File: src/rtl/trace_pkg.sv
// Shared types for the commit trace checker: record layout, commit kinds,
// mismatch flag positions and checker FSM states.
package trace_pkg;

  // Width of one golden trace record.
  localparam int REC_W = 55;

  // Bit positions of each field inside a packed golden record.
  localparam int KIND_MSB  = 54;
  localparam int KIND_LSB  = 52;
  localparam int PC_MSB    = 51;
  localparam int PC_LSB    = 36;
  localparam int REG_MSB   = 35;
  localparam int REG_LSB   = 32;
  localparam int VALUE_MSB = 31;
  localparam int VALUE_LSB = 16;
  localparam int ADDR_MSB  = 15;
  localparam int ADDR_LSB  = 0;

  // Positions inside the 5-bit field-mismatch vector {addr, value, reg, pc, kind}.
  localparam int FLAG_KIND  = 0;
  localparam int FLAG_PC    = 1;
  localparam int FLAG_REG   = 2;
  localparam int FLAG_VALUE = 3;
  localparam int FLAG_ADDR  = 4;
  localparam int FLAG_W     = 5;

  // Commit kinds. END only ever appears in the golden trace and marks its end.
  typedef enum logic [2:0] {
    KIND_NOP  = 3'd0,
    KIND_REG  = 3'd1,
    KIND_LD   = 3'd2,
    KIND_ST   = 3'd3,
    KIND_HALT = 3'd4,
    KIND_END  = 3'd5
  } kind_e;

  // Decoded golden record. Field order matches the packed memory layout.
  typedef struct packed {
    logic [2:0]  kind;
    logic [15:0] pc;
    logic [3:0]  rd;
    logic [15:0] value;
    logic [15:0] addr;
  } trace_rec_t;

  // Checker FSM states.
  typedef enum logic [1:0] {
    ST_PRIME0 = 2'd0,
    ST_PRIME1 = 2'd1,
    ST_ARMED  = 2'd2,
    ST_DONE   = 2'd3
  } state_e;

  // Split a raw memory word into named record fields.
  function automatic trace_rec_t unpack_rec(input logic [REC_W-1:0] raw);
    trace_rec_t rec;
    rec.kind  = raw[KIND_MSB:KIND_LSB];
    rec.pc    = raw[PC_MSB:PC_LSB];
    rec.rd    = raw[REG_MSB:REG_LSB];
    rec.value = raw[VALUE_MSB:VALUE_LSB];
    rec.addr  = raw[ADDR_MSB:ADDR_LSB];
    return rec;
  endfunction

endpackage

File: src/rtl/trace_rec_compare.sv
// Combinational compare of one expected golden record against one CPU commit.
// Produces the field-mismatch vector {addr, value, reg, pc, kind}.
module trace_rec_compare
  import trace_pkg::*;
(
  input  trace_rec_t        i_rec,
  input  logic [2:0]        i_kind,
  input  logic [15:0]       i_pc,
  input  logic [3:0]        i_reg,
  input  logic [15:0]       i_value,
  input  logic [15:0]       i_addr,
  output logic [FLAG_W-1:0] o_mismatch
);

  logic w_cmp_reg;
  logic w_cmp_value;
  logic w_cmp_addr;

  // Select which payload fields are meaningful for the expected kind.
  always_comb begin
    w_cmp_reg   = 1'b0;
    w_cmp_value = 1'b0;
    w_cmp_addr  = 1'b0;
    case (i_rec.kind)
      KIND_REG: begin
        w_cmp_reg   = 1'b1;
        w_cmp_value = 1'b1;
      end
      KIND_LD: begin
        w_cmp_reg   = 1'b1;
        w_cmp_value = 1'b1;
        w_cmp_addr  = 1'b1;
      end
      KIND_ST: begin
        w_cmp_value = 1'b1;
        w_cmp_addr  = 1'b1;
      end
      default: begin
        w_cmp_reg   = 1'b0;
        w_cmp_value = 1'b0;
        w_cmp_addr  = 1'b0;
      end
    endcase
  end

  // Build the mismatch flags; only kinds NOP..HALT can ever match a commit.
  always_comb begin
    o_mismatch             = '0;
    o_mismatch[FLAG_KIND]  = (i_rec.kind != i_kind) || (i_rec.kind > KIND_HALT);
    o_mismatch[FLAG_PC]    = (i_rec.pc != i_pc);
    o_mismatch[FLAG_REG]   = w_cmp_reg   && (i_rec.rd    != i_reg);
    o_mismatch[FLAG_VALUE] = w_cmp_value && (i_rec.value != i_value);
    o_mismatch[FLAG_ADDR]  = w_cmp_addr  && (i_rec.addr  != i_addr);
  end

endmodule

File: config.mk
export PLATFORM = sky130hd
export DESIGN_NAME = trace_rec_compare
export DESIGN_NICKNAME = d
export VERILOG_FILES = /design/src/rtl/trace_pkg.sv /design/src/rtl/trace_rec_compare.sv
export SDC_FILE = /design/constraint.sdc
export NUM_CORES = 1
export LEC_CHECK = 0
export BUFFER_PORTS_ARGS = -buffer_cell sky130_fd_sc_hd__buf_2
export CAP_MARGIN = 20
export CELL_PAD_IN_SITES_DETAIL_PLACEMENT = 0
export CELL_PAD_IN_SITES_GLOBAL_PLACEMENT = 1
export CORE_UTILIZATION = 16
export DETAILED_ROUTE_END_ITERATION = 10
export PLACE_DENSITY_LB_ADDON = 0.05
export RECOVER_POWER = 25
export SYNTH_ARGS = -nofsm -noshare
export SYNTH_HDL_FRONTEND = slang
export SYNTH_SLANG_ARGS = --single-unit
File: constraint.sdc
create_clock -name vclk -period 2.4
set_input_delay 0.36 -clock vclk [all_inputs]
set_output_delay 0.36 -clock vclk [all_outputs]
set_load 0.005 [all_outputs]
# Word level (Yosys, flattened, before mapping)
# Index checks and enable logic that the tools add are counted.
# op_classes
n_lt_le_gt_ge	1
eq_ne	8
n_mux	3
reduce_logical	7
# ops
cell	count
16-bit inequality test	3
3-bit by 2-bit == test with 1-bit output, second input constant	2
4-bit inequality test	1
2-bit OR reduction	2
3-bit by 1-bit == test with 1-bit output, second input constant	1
3-bit greater-than comparator, second input constant	1
1-bit logical AND	3
1-bit 2-to-1 mux	3
3-bit inequality test	1
3-bit OR reduction	1
1-bit logical OR	1
# word_totals
register_bits	0
input_bits	110
output_inout_bits	5
wordCells	19

# Logic depth before layout (Yosys ltp)
# Gate-level depths: netlist of run 1.
# depth
depth_word	4
ltp_mapped	4
depth_no_buf	4

# Worst setup path after synthesis of run 1
# No wires, ideal clock.
# synth_path
path_type	input-to-output
from	input port i_value[5]
to	output port o_mismatch[3]
arrival_ps	931
t_required_ps	2040
path_slack_ps	1109
stages	4
path_buffers	0
cell_sequence	xnor2_1 nand4_1 nor4_1 nor3_1
# synth_via
elab_chain_cells	2
# synth_rtl
item	line	text
start: declaration	trace_rec_compare.sv:10	input logic [15:0] i_value,
16-bit inequality test	trace_rec_compare.sv:52	o_mismatch[FLAG_VALUE] = w_cmp_value && (i_rec.value != i_value);
1-bit logical AND	trace_rec_compare.sv:52	
end: declaration	trace_rec_compare.sv:12	output logic [FLAG_W-1:0] o_mismatch
# Every way passes these cells.

# Worst setup path after layout of run 1
# layout_path
from	input port i_value[6]
to	output port o_mismatch[3]
# The elaborated chain is that of the path after synthesis.

==> impl_metrics.csv, run 1 <==
group,metric,value,unit
global_routing,initial_antenna_violation_count,0,
run_status,status,"finished clean",
die,design.portCount,115,
power_and_ir_drop,powerDensity,155.5,nW/µm²
routing,wl_per_cell,8.508,µm
sta,timing.final.crit_share,68.06,%
routing,route.detailed.drc,0,
yosys,seq_area_frac_synth,0,%
sta,layout_setup_ws,766.5,ps
min_path,min-delay-path-class,"input port to primary output",
yosys,mappedNetlistNets,189,
sta,rsz_0062_raised_after_global_routing,"no",
yosys,synthMostInstantiatedCell,"xnor2_1",
power_and_ir_drop,seq_power_share,0,%
power_and_ir_drop,clockPowerShare,0,%
die,start_util,16.86,%
routing,drt_first_pass_iters,4,
power_and_ir_drop,power.leakage,0.0006245,µW
sta,fin_crit,1633,ps
cells_and_area,regArea,0,µm²
global_routing,global_route_wire_length_before_repair,3174,µm
routing,dr_total_vias,977,
sta,timing.fmax,0.6122,GHz
worst_setup_path,timing.critical_path.slowest_stage_cell,"nor4_1",
die,dieWidth,64.34,µm
min_path,worst_hold_path.num_cells,3,
sta,slew_violations,0,
global_routing,global_route.usage.total,9.135,%
global_routing,via_count_of_the_first_global_routing_pass,851,
min_path,worst_hold_path.endpoint,"o_mismatch[2]",
power_and_ir_drop,power_report.internal_total,122.6,µW
worst_setup_path,timing_worst_setup_path_type,"input port to primary output",
global_routing,grt_overflow_total,0,
placed_design,detailedPlace.worstSlack,727.0,ps
power_and_ir_drop,max-vdd-ir-drop,46.89,µV
cells_and_area,design_area,1256,µm²
power_and_ir_drop,power_switching_share,37.21,%
worst_setup_path,crit_path_cell_trace,"buf_2 > xnor2_1 > nand4_1 > nor4_1 > nor3_1 > buf_2",
yosys,yosys.area.top_type,"xnor2_1",
clock_network,postCtsSetupRepairBufs,0,
yosys,synth.top_cells.by_count,"xnor2_1 (33), xor2_1 (21), nand4_1 (9)",
min_path,start_point_of_the_worst_hold_path,"i_rec[54]",
sta,setup_violations,0,
yosys,synth_area_per_cell,7.871,µm²
worst_setup_path,critical_path_peak_fanout,1,
yosys,synthTopCellsByArea,"xnor2_1 (46%), xor2_1 (30%), nand4_1 (9.1%), nor4_1 (7.0%), nor3_1 (2.4%)",
worst_setup_path,endpoint_kind,"primary output",
cells_and_area,syn_to_final_growth,102.0,%
routing,detailed_router_s_first_iteration_violation_count,15,
routing,finalWirelength,2059,µm
worst_setup_path,worst_endpoint_required_time,2040,ps
sta,finalHoldViolCount,0,
sta,tightest_slew,286.4,ps
die,floorplan.core_area,3689,µm²
sta,fin_tns_setup,0,ps
placed_design,port_buffers,115,
die,floorplan.die.height,64.34,µm
placed_design,place.gp.congestion,0.6531,
power_and_ir_drop,power_switching,72.67,µW
worst_setup_path,timing.critical_path.from_type,"input port",
cells_and_area,post_route_cells_drive_above_1_share,58.76,%
clock_network,postCtsResizedCells,0,
worst_setup_path,worst_ep_arrival_time,1270,ps
power_and_ir_drop,power.share.combinational,100.0,%
cells_and_area,n_antenna_cell,0,
worst_setup_path,timing.critical_path.mode_cell,"buf_2",
yosys,syn-instance-count,79,
cells_and_area,final_net_count,306,
routing,route.detailed.vias_per_inst,4.037,
yosys,distinct_cells_synth,11,
routing,drt.antenna.violating_nets,0,
worst_setup_path,cpPeakStageDelay,290,ps
placed_design,placed_area,1257,µm²
cells_and_area,nClkBuffers,0,
clock_network,holdBufCountCts,0,
job,cap_violations,0,
yosys,synthDominantCellAreaShare,46.48,%
yosys,synth_warnings,0,
die,placement_rows,22,
die,die_footprint,4140,µm²
cells_and_area,nFlopsAndLatches,0,
sta,max_transition_margin,80.73,%
yosys,post_synth_instance_area,621.8,µm²
global_routing,grt_start_max_net_pins,6,
[critical path: cells and delay by family]
family	cells	cell delay, ps
xor gates and xnor gates	1	150
buffers and inverters	2	240
and+or+nand+nor	3	520
[cell type report]
class | instances | area (µm²)
repair buffers | 115 | 574.3
well taps | 48 | 60.06
fillers | 408 | 2432
multi-input cells | 79 | 621.8
[worst max path at each step]
stage,start,end
2_1_floorplan,i_value[5],o_mismatch[3]
3_3_place_gp,i_addr[2],o_mismatch[4]
3_5_place_dp,i_value[6],o_mismatch[3]
4_1_cts,i_value[6],o_mismatch[3]
5_1_grt,i_value[6],o_mismatch[3]
6_report,i_value[6],o_mismatch[3]
[layout by cell type, fill, tap and decap left out, drive strengths merged]
cell type	instances
nor4b	1
xnor2	33
nand4	9
a21oi	1
nor2	1
clkbuf	1
nor3	3
nand2	1
xor2	21
nand3	1
buf	114
nor3b	1
nor4	7
[per-layer routing]
metal	wire length (µm)	vias up	GRT usage (%)	share of wire, %
met5	0	-	0	0
met4	0	0	0	0
met3	276	0	0.8929	13
met2	1137	63	20.13	55
met1	646	407	9.349	31
li1	-	507	-	-
[power by group through the flow]
stage,clock (µW),combinational [µW],sequential (µW)
6_report,0,195,0
2_1_floorplan,0,82.6,0
3_3_place_gp,0,194,0
4_1_cts,0,199,0
5_1_grt,0,216,0
3_5_place_dp,0,198,0
[stage by stage]
stage               power, µW  hold slack, ps  cells  util (%)
CTS                     198.9            1028    242     34.09
floorplan               82.55           753.2     79         -
detailed placement      198.2            1025    242     34.09
finish                  195.3            1017    242     34.06
global placement        193.7            1035    242     34.09
global route            216.3            1050    242     34.06
[cells by family after synthesis]
logic type	Yosys count	share of synthesized area (%)
xor+xnor	54	76.06
simple gates	24	23.14
compound gates	1	0.8041
No activity file was read; power rests on OpenSTA's default activity.
==> inputs of run 2 (changes only) <==
--- a/config.mk
+++ b/config.mk
@@ -9,7 +9,7 @@
 export CAP_MARGIN = 20
 export CELL_PAD_IN_SITES_DETAIL_PLACEMENT = 0
 export CELL_PAD_IN_SITES_GLOBAL_PLACEMENT = 1
-export CORE_UTILIZATION = 16
+export CORE_UTILIZATION = 15
 export DETAILED_ROUTE_END_ITERATION = 10
 export PLACE_DENSITY_LB_ADDON = 0.05
 export RECOVER_POWER = 25
==> constraint.sdc (replaced) <==
create_clock -name vclk -period 1.55
set_input_delay 0.2325 -clock vclk [all_inputs]
set_output_delay 0.2325 -clock vclk [all_outputs]
set_load 0.005 [all_outputs]
==> run 2 against run 1 <==
Net effect: total power rose by 56%; sequential cell count is the same; die area is 6.5% higher; combinational power rose by 56%; via count decreased by 0.31%; cell area rose by 0.70%; clock-buffer cell count unchanged; non-clock buffer count stayed put; setup slack lost 630 ps; hold slack worse by 250 ps.
==> impl_metrics.csv, run 2 (same netlist as run 1, synthesis figures left out) <==
group,metric,value,unit
sta,timing.hold.ws,763.3,ps
die,dieWidth,66.39,µm
die,design.portCount,115,
cells_and_area,regArea,0,µm²
routing,wl_per_cell,8.631,µm
placed_design,place.detailed.hpwl,2027,µm
sta,fin_crit,1414,ps
sta,max_transition_margin,80.02,%
cells_and_area,nFlopsAndLatches,0,
cells_and_area,fillerInstances,433,
sta,setup_violations,0,
power_and_ir_drop,power.leakage,0.0006267,µW
global_routing,grt_overflow_total,0,
worst_setup_path,timing.critical_path.mode_cell,"buf_2",
routing,dr_total_vias,974,
run_status,status,"finished clean",
worst_setup_path,timing.critical_path.from_type,"input port",
job,cap_violations,0,
sta,finalHoldViolCount,0,
global_routing,initial_antenna_violation_count,0,
min_path,min-delay-path-class,"input port to primary output",
cells_and_area,layout.cells.most_common,"buf_2",
placed_design,port_buffers,115,
placed_design,detailedPlace.worstSlack,84.40,ps
power_and_ir_drop,max-vdd-ir-drop,71.00,µV
routing,drt.antenna.violating_nets,0,
global_routing,via_count_of_the_first_global_routing_pass,835,
cells_and_area,syn_to_final_growth,103.4,%
routing,drt_first_pass_iters,5,
worst_setup_path,worst_endpoint_required_time,1320,ps
routing,route.detailed.drc,0,
power_and_ir_drop,powerDensity,241.0,nW/µm²
cells_and_area,layout_common_cells,"buf_2 (114), xnor2_1 (33), xor2_1 (21)",
sta,layout_setup_ws,136.3,ps
sta,fin_tns_setup,0,ps
placed_design,place.gp.congestion,0.6378,
worst_setup_path,endpoint_kind,"primary output",
cells_and_area,layout.cells.non_filler,244,
routing,detailed_router_s_first_iteration_violation_count,5,
clock_network,postCtsSetupRepairBufs,0,
routing,finalWirelength,2106,µm
sta,timing.fmax,0.7074,GHz
global_routing,grt_start_max_net_pins,6,
sta,slew_violations,0,
cells_and_area,multi_input_comb_area,628.1,µm²
worst_setup_path,timing.critical_path.slowest_stage_cell,"nor4_1",
global_routing,global_route.usage.total,7.917,%
die,floorplan.core_area,4000,µm²
global_routing,global_route_wire_length_before_repair,2898,µm
worst_setup_path,critical_path_peak_fanout,1,
cells_and_area,n_antenna_cell,0,
placed_design,cells_after_dpl,244,
cells_and_area,final_core_utilization,31.62,%
worst_setup_path,crit_path_cell_trace,"buf_2 > xnor2_1 > nand4_1 > nor4_1 > nor3_1 > buf_2",
worst_setup_path,timing_worst_setup_path_type,"input port to primary output",
sta,timing.final.crit_share,91.21,%
die,placement_rows,23,
die,start_util,15.55,%
sta,rsz_0062_raised_after_global_routing,"no",
cells_and_area,post_route_cells_drive_above_1_share,59.28,%
die,floorplan.die.height,66.39,µm
cells_and_area,final_net_count,306,
cells_and_area,nClkBuffers,0,
worst_setup_path,worst_ep_arrival_time,1180,ps
routing,route.detailed.vias_per_inst,3.992,
worst_setup_path,cpPeakStageDelay,330,ps
die,die_footprint,4407,µm²
sta,tightest_slew,297.0,ps
[run 2: final timing paths]
kind                             to  slack (ps)  cells past startpoint  startpoint
worst min-delay path  o_mismatch[4]         760                      3   i_rec[54]
worst max-delay path  o_mismatch[3]         140                      6  i_value[0]
[run 2: through the flow]
stage | area, µm² | total power, µW
finish | 1265 | 304.9
global route | 1265 | 337.4
CTS | 1260 | 309.4
detailed placement | 1260 | 307.5
global placement | 1260 | 300.9
floorplan | 621.8 | 127.8
[run 2: routing by layer]
metal	vias to the layer above	GRT usage, %	part of all wire [%]
met1	401	7.460	35
met3	0	0.5172	11
li1	509	-	-
met4	0	0	0
met5	-	0	0
met2	64	18.49	54
[run 2: layout make-up]
type | count | share of cell area [%]
timing repair buffer | 115 | 45.40
multi-input combinational | 79 | 49.65
tap | 50 | 4.946
[run 2: power breakdown]
group | switching, µW | total (µW) | internal, µW | leakage, µW
clock network | 0 | 0 | 0 | 0
logic | 115 | 305 | 190 | 0.000627
registers | 0 | 0 | 0 | 0
total | 115 | 305 | 190 | 0.000627
[run 2: repair_timing]
item	in CTS	in global routing
gates resized for setup	0	1
setup endpoints to repair	0	1
hold buffers	0	0
endpoints found under the hold margin	0	0
[run 2: worst max-delay path: cells and delay by family]
family	cells	cell delay, ps
simple gates	3	550
buf+inv	2	230
xor+xnor	1	160
